==> src/rtl/pdec_bank.sv <==
// pdec_bank: multi-channel one-hot decoder bank.
// Requests {ch, sel, en} are buffered in a DEPTH-entry FIFO, decoded into a
// 2**SEL_W one-hot word in a registered output stage under valid/ready flow
// control. The last completed decode of each channel is held in ch_state.
// Optional feature macro: PDEC_HIT_CNT_EN adds saturating per-channel hit
// counters. Without it, hit_cnt is tied to zero and cnt_clr is ignored.
module pdec_bank #(
    parameter  int SEL_W = 4,
    parameter  int N_CH  = 2,
    parameter  int DEPTH = 4,
    parameter  int HIT_W = 8,
    localparam int OH_W  = 1 << SEL_W,
    localparam int CH_W  = (N_CH > 1) ? $clog2(N_CH) : 1
) (
    input  logic                   clk,
    input  logic                   rst_n,
    input  logic                   in_valid,
    output logic                   in_ready,
    input  logic [CH_W-1:0]        in_ch,
    input  logic [SEL_W-1:0]       in_sel,
    input  logic                   in_en,
    output logic                   out_valid,
    input  logic                   out_ready,
    output logic [CH_W-1:0]        out_ch,
    output logic [OH_W-1:0]        out_onehot,
    output logic                   out_err,
    output logic [N_CH*OH_W-1:0]   ch_state,
    input  logic                   cnt_clr,
    output logic [N_CH*HIT_W-1:0]  hit_cnt
);

    localparam int PTR_W = $clog2(DEPTH);

    typedef struct packed {
        logic [CH_W-1:0]  ch;
        logic [SEL_W-1:0] sel;
        logic             en;
    } req_t;

    // FIFO storage and bookkeeping
    req_t             r_mem [DEPTH];
    logic [PTR_W-1:0] r_wptr;
    logic [PTR_W-1:0] r_rptr;
    logic [PTR_W:0]   r_count;

    // Output stage
    logic             r_out_valid;
    logic [CH_W-1:0]  r_out_ch;
    logic [OH_W-1:0]  r_out_oh;
    logic             r_out_err;

    // Per-channel last completed decode
    logic [OH_W-1:0]  r_ch_state [N_CH];

    logic             w_full;
    logic             w_empty;
    logic             w_push;
    logic             w_load;
    logic             w_done;
    logic             w_commit;
    req_t             w_head;
    logic             w_head_in_range;
    logic [OH_W-1:0]  w_head_oh;

    assign w_full   = (r_count == (PTR_W+1)'(DEPTH));
    assign w_empty  = (r_count == '0);
    // A pop in the same cycle does not free a slot, so in_ready is purely
    // occupancy-derived and has no combinational path from out_ready.
    assign w_push   = in_valid && !w_full;
    assign w_load   = !w_empty && (!r_out_valid || out_ready);
    assign w_done   = r_out_valid && out_ready;
    assign w_commit = w_done && !r_out_err;

    assign w_head          = r_mem[r_rptr];
    assign w_head_in_range = (32'(w_head.ch) < N_CH);
    assign w_head_oh       = (w_head.en && w_head_in_range) ? (OH_W'(1) << w_head.sel) : '0;

    assign in_ready   = !w_full;
    assign out_valid  = r_out_valid;
    assign out_ch     = r_out_ch;
    assign out_onehot = r_out_oh;
    assign out_err    = r_out_err;

    // FIFO entry write on push
    // NOTE: the storage array has no reset; the pointers and occupancy
    // counter define which entries are live, so stale data is never read.
    always_ff @(posedge clk) begin
        if (w_push) begin
            r_mem[r_wptr] <= '{ch: in_ch, sel: in_sel, en: in_en};
        end
    end

    // FIFO pointers and occupancy
    // NOTE: sequential state is always assigned with <= so every flop samples
    // the pre-edge values of its neighbours.
    always_ff @(posedge clk or negedge rst_n) begin
        if (!rst_n) begin
            r_wptr  <= '0;
            r_rptr  <= '0;
            r_count <= '0;
        end else begin
            if (w_push) r_wptr <= r_wptr + PTR_W'(1);
            if (w_load) r_rptr <= r_rptr + PTR_W'(1);
            case ({w_push, w_load})
                2'b10:   r_count <= r_count + (PTR_W+1)'(1);
                2'b01:   r_count <= r_count - (PTR_W+1)'(1);
                default: r_count <= r_count;
            endcase
        end
    end

    // Output stage: load decoded head, drop valid on completion without reload
    always_ff @(posedge clk or negedge rst_n) begin
        if (!rst_n) begin
            r_out_valid <= 1'b0;
            r_out_ch    <= '0;
            r_out_oh    <= '0;
            r_out_err   <= 1'b0;
        end else if (w_load) begin
            r_out_valid <= 1'b1;
            r_out_ch    <= w_head.ch;
            r_out_oh    <= w_head_oh;
            r_out_err   <= !w_head_in_range;
        end else if (w_done) begin
            r_out_valid <= 1'b0;
        end
    end

    // Channel status: record the completed one-hot of an in-range result
    always_ff @(posedge clk or negedge rst_n) begin
        if (!rst_n) begin
            for (int c = 0; c < N_CH; c++) r_ch_state[c] <= '0;
        end else if (w_commit) begin
            for (int c = 0; c < N_CH; c++) begin
                if (32'(r_out_ch) == c) r_ch_state[c] <= r_out_oh;
            end
        end
    end

    // Flatten channel status onto the output bus
    // NOTE: every combinational output gets a default before the loop so no
    // path through the block can leave a bit unassigned and infer a latch.
    always_comb begin
        ch_state = '0;
        for (int c = 0; c < N_CH; c++) ch_state[c*OH_W +: OH_W] = r_ch_state[c];
    end

`ifdef PDEC_HIT_CNT_EN
    logic [HIT_W-1:0] r_hit [N_CH];

    // Saturating hit counters; a clear wins over a same-cycle increment
    always_ff @(posedge clk or negedge rst_n) begin
        if (!rst_n) begin
            for (int c = 0; c < N_CH; c++) r_hit[c] <= '0;
        end else if (cnt_clr) begin
            for (int c = 0; c < N_CH; c++) r_hit[c] <= '0;
        end else if (w_commit && (r_out_oh != '0)) begin
            for (int c = 0; c < N_CH; c++) begin
                if ((32'(r_out_ch) == c) && (r_hit[c] != '1)) r_hit[c] <= r_hit[c] + HIT_W'(1);
            end
        end
    end

    // Flatten hit counters onto the output bus
    always_comb begin
        hit_cnt = '0;
        for (int c = 0; c < N_CH; c++) hit_cnt[c*HIT_W +: HIT_W] = r_hit[c];
    end
`else
    logic w_unused_cnt_clr;

    assign w_unused_cnt_clr = cnt_clr;
    assign hit_cnt          = '0;
`endif

endmodule

==> config.mk <==
export PLATFORM = sky130hd
export DESIGN_NAME = pdec_bank
export DESIGN_NICKNAME = d
export VERILOG_FILES = /design/src/rtl/pdec_bank.sv
export SDC_FILE = /design/constraint.sdc
export NUM_CORES = 1
export LEC_CHECK = 0
export CORE_MARGIN = 8
export CORE_UTILIZATION = 53
export DETAILED_ROUTE_END_ITERATION = 8
export PLACE_DENSITY_LB_ADDON = 0.2
export SLEW_MARGIN = 20
export SYNTH_ARGS = -nofsm -noshare
export SYNTH_HDL_FRONTEND = slang
export SYNTH_SLANG_ARGS = --single-unit
==> constraint.sdc <==
create_clock -name clk -period 5.15 [get_ports clk]
set_clock_uncertainty 0.15 [all_clocks]
set_input_delay 1.03 -clock clk [delete_from_list [all_inputs] [get_ports clk]]
set_output_delay 1.03 -clock clk [all_outputs]
set_load 0.02 [all_outputs]
==> impl_metrics.json <==
{
  "cts_buffers": 9,
  "postRouteAntennaNets": 0,
  "grt_max_degree": 58,
  "ys_ff_latch": 81,
  "crit_top_cell": "xor2_1",
  "die_y_um": 94.71,
  "ctsHoldBuffers": 0,
  "cap_violations": 0,
  "antenna_found_initial": 0,
  "cts_setup_buffers": 0,
  "synthArstFlopShare_pct": 70.37,
  "rows": 28,
  "p_seq_share_pct": 41.2,
  "port_buffers": 60,
  "drt_iter0_drc": 117,
  "crit_buf_inv": 2,
  "synth.distinct_cells": 29,
  "whs_endpoint": "ch_state[2]",
  "grt_pass1_vias": 2070,
  "hold_path_depth": 2,
  "core-area_mm2": 0.005956,
  "combinationalPowerShare_pct": 40.6,
  "drv_slew": 0,
  "clockBufferDepth": 2,
  "synth_warnings": 0,
  "fin_crit_ns": 3.388,
  "grt_pass1_wl_um": 10450,
  "worstSetupPathType": "in -> reg",
  "antennaDiodeCount": 0,
  "nNetsFinal": 334,
  "p_clk_share_pct": 18.2,
  "synth_edf_count": 24,
  "vias_per_cell": 5.227,
  "cp.required_ns": 5.26,
  "final_cell_mix": "clkdlybuf4s50_1, dfrtp_1, nand2_1, o21ai_0, edfxtp_1",
  "cts_root_buf": "clkbuf_8",
  "timing.rr.end": "r_count[2]",
  "ys.flop_type": "dfrtp_1",
  "period_share_pct": 65.78,
  "dp_hpwl_um": 4734,
  "clk_pin_slew_worst_paths_ns": 0.08,
  "crit_arrival_ns": 3.50,
  "io_pins": 79,
  "crit_fanout": 19,
  "layout_commonest_cell": "clkdlybuf4s50_1",
  "ff2ff_path_depth": 8,
  "status": "finished, final reports clean",
  "drcViolationCount": 0,
  "setup_slack_ns": 1.762,
  "ys_seq_area_share_pct": 65.40,
  "start_kind": "input port",
  "routedWlPerCell_um": 16.44,
  "layout-drive-gt1-share_pct": 7.788,
  "die_x_um": 94.71,
  "peakVddDrop_mv": 0.2890,
  "vias": 2070,
  "leakagePower_nw": 1.677,
  "h-tree-depth": 3,
  "path_cells": "clkdlybuf4s50_1, nand2b_1, and2_1, ha_1, inv_1, fa_1, xor2_1, nor2_1, xor2_1",
  "max-slew-margin-rel_pct": 30.36,
  "grt_usage_pct": 15.10,
  "ctsResizeCount": 0,
  "grt_overflow": 0,
  "setup_viol": 0,
  "power.switching_w": 0.0009015,
  "wl_um": 6512,
  "rrSetupSlack_ns": 2.57,
  "worst_pin_slew_ns": 1.042,
  "clock_latency_ns": 0.34,
  "postSynthAreaPerCell_um2": 12.82,
  "place_ws_ns": 1.404,
  "clock_sinks": 81,
  "rsz0062_at_grt": "no",
  "hp-start": "ch_state[2]",
  "endpoint_kind": "register",
  "crit_family": "simple AND/OR/NAND/NOR gates",
  "cts_tree": "yes",
  "power_w": 0.002396,
  "initial_core_util_pct": 55.13,
  "slowest_stage": "and2_1",
  "area_growth_pct": 23.59,
  "hold_ws_ns": 0.3318,
  "power_density_mw_per_mm2": 590.5,
  "dr.pass1.iters": 5,
  "syn-cell-area_mm2": 0.003283,
  "finish.instance_area_mm2": 0.004058,
  "place_area_mm2": 0.003865,
  "fmaxAchievable_mhz": 295.2,
  "gp_congestion": 0.7124,
  "internal_power_w": 0.001495,
  "hold_violations": 0,
  "hold_path.class": "reg -> reg",
  "die_area_mm2": 0.008969,
  "fin_tns_setup_ns": 0,
  "swShare_pct": 37.62,
  "syn_inst": 256,
  "max_stage_delay_ns": 0.60,
  "r2r_start": "r_count[0]"
}
layout make-up:
type	count	area (µm²)
timing repair buffer	61	603.1
fill	472	1898
clock buffer	11	162.7
tap	75	93.84
multi-input combinational	141	939.7
inverter	23	86.33
sequential	81	2147
clock inverter	4	25.02
Yosys cell counts (4+ instances only):
cell type | n | area share, %
edfxtp_1 | 24 | 22
clkbuf_1 | 7 | 0.80
o21ai_0 | 33 | 5.0
o32ai_1 | 16 | 4.3
ha_1 | 5 | 1.9
and3_1 | 4 | 0.76
inv_1 | 23 | 2.6
buf_4 | 17 | 3.9
nand2_1 | 34 | 3.9
dfrtp_1 | 57 | 43
nand2b_1 | 5 | 0.95
state kept, by name, indices dropped and copies added (netlist names):
register,cells
r_wptr,2
r_rptr,2
out_onehot,16
out_ch,1
r_count,3
out_valid,1
ch_state,32
r_mem,24
worst max path at each step:
stage	startpoint	end	slack [ns]	cells after the start
final	out_ready	r_count[2]	1.76	9
after detailed placement	out_ready	r_count[2]	1.40	9
after global placement	out_ready	r_count[2]	1.49	9
after CTS	out_ready	r_count[2]	1.77	9
after floorplan	out_ready	r_count[2]	2.14	10
after global routing	out_ready	r_count[2]	1.55	9
worst min-delay path, cell delays in order, from the launching register on:
cell and delay, ns:
dfrtp_1 0.35, nand2_1 0.05, o21ai_0 0.06
layer usage:
metal | global-route usage [%] | vias to the layer above | part of all wire [%]
li1 | - | 977 | -
met1 | 19.55 | 1021 | 44
met2 | 23.93 | 64 | 48
met3 | 3.333 | 8 | 6.9
met4 | 6.632 | 0 | 1.3
met5 | 0 | - | 0
metrics by stage:
step                instances  utilization, %
floorplan                 272               -
finish                    396           68.13
detailed placement        381           64.90
global placement          381           64.90
CTS                       396           68.05
global route              396           68.13
power by group through the flow:
stage,Sequential (W),Clock (W),Combinational [W]
3_3_place_gp,0.000995,0,0.000957
3_5_place_dp,0.00100,0,0.000982
5_1_grt,0.00102,0.000470,0.00105
4_1_cts,0.000992,0.000442,0.000982
2_1_floorplan,0.00112,0,0.000461
6_report,0.000988,0.000436,0.000972
kinds of logic (layout without fill, tap and decap cells):
family,count (synthesis),count (layout),synth area share [%]
simple gates,55,55,7.965
flops,81,81,65.40
buf+inv,50,99,7.965
fa+ha+maj,6,6,2.515
compound gates,49,49,9.299
other cells,1,17,0.1142
xor+xnor,6,6,1.601
mux,8,8,5.145
No activity file was read; power rests on OpenSTA's default activity.
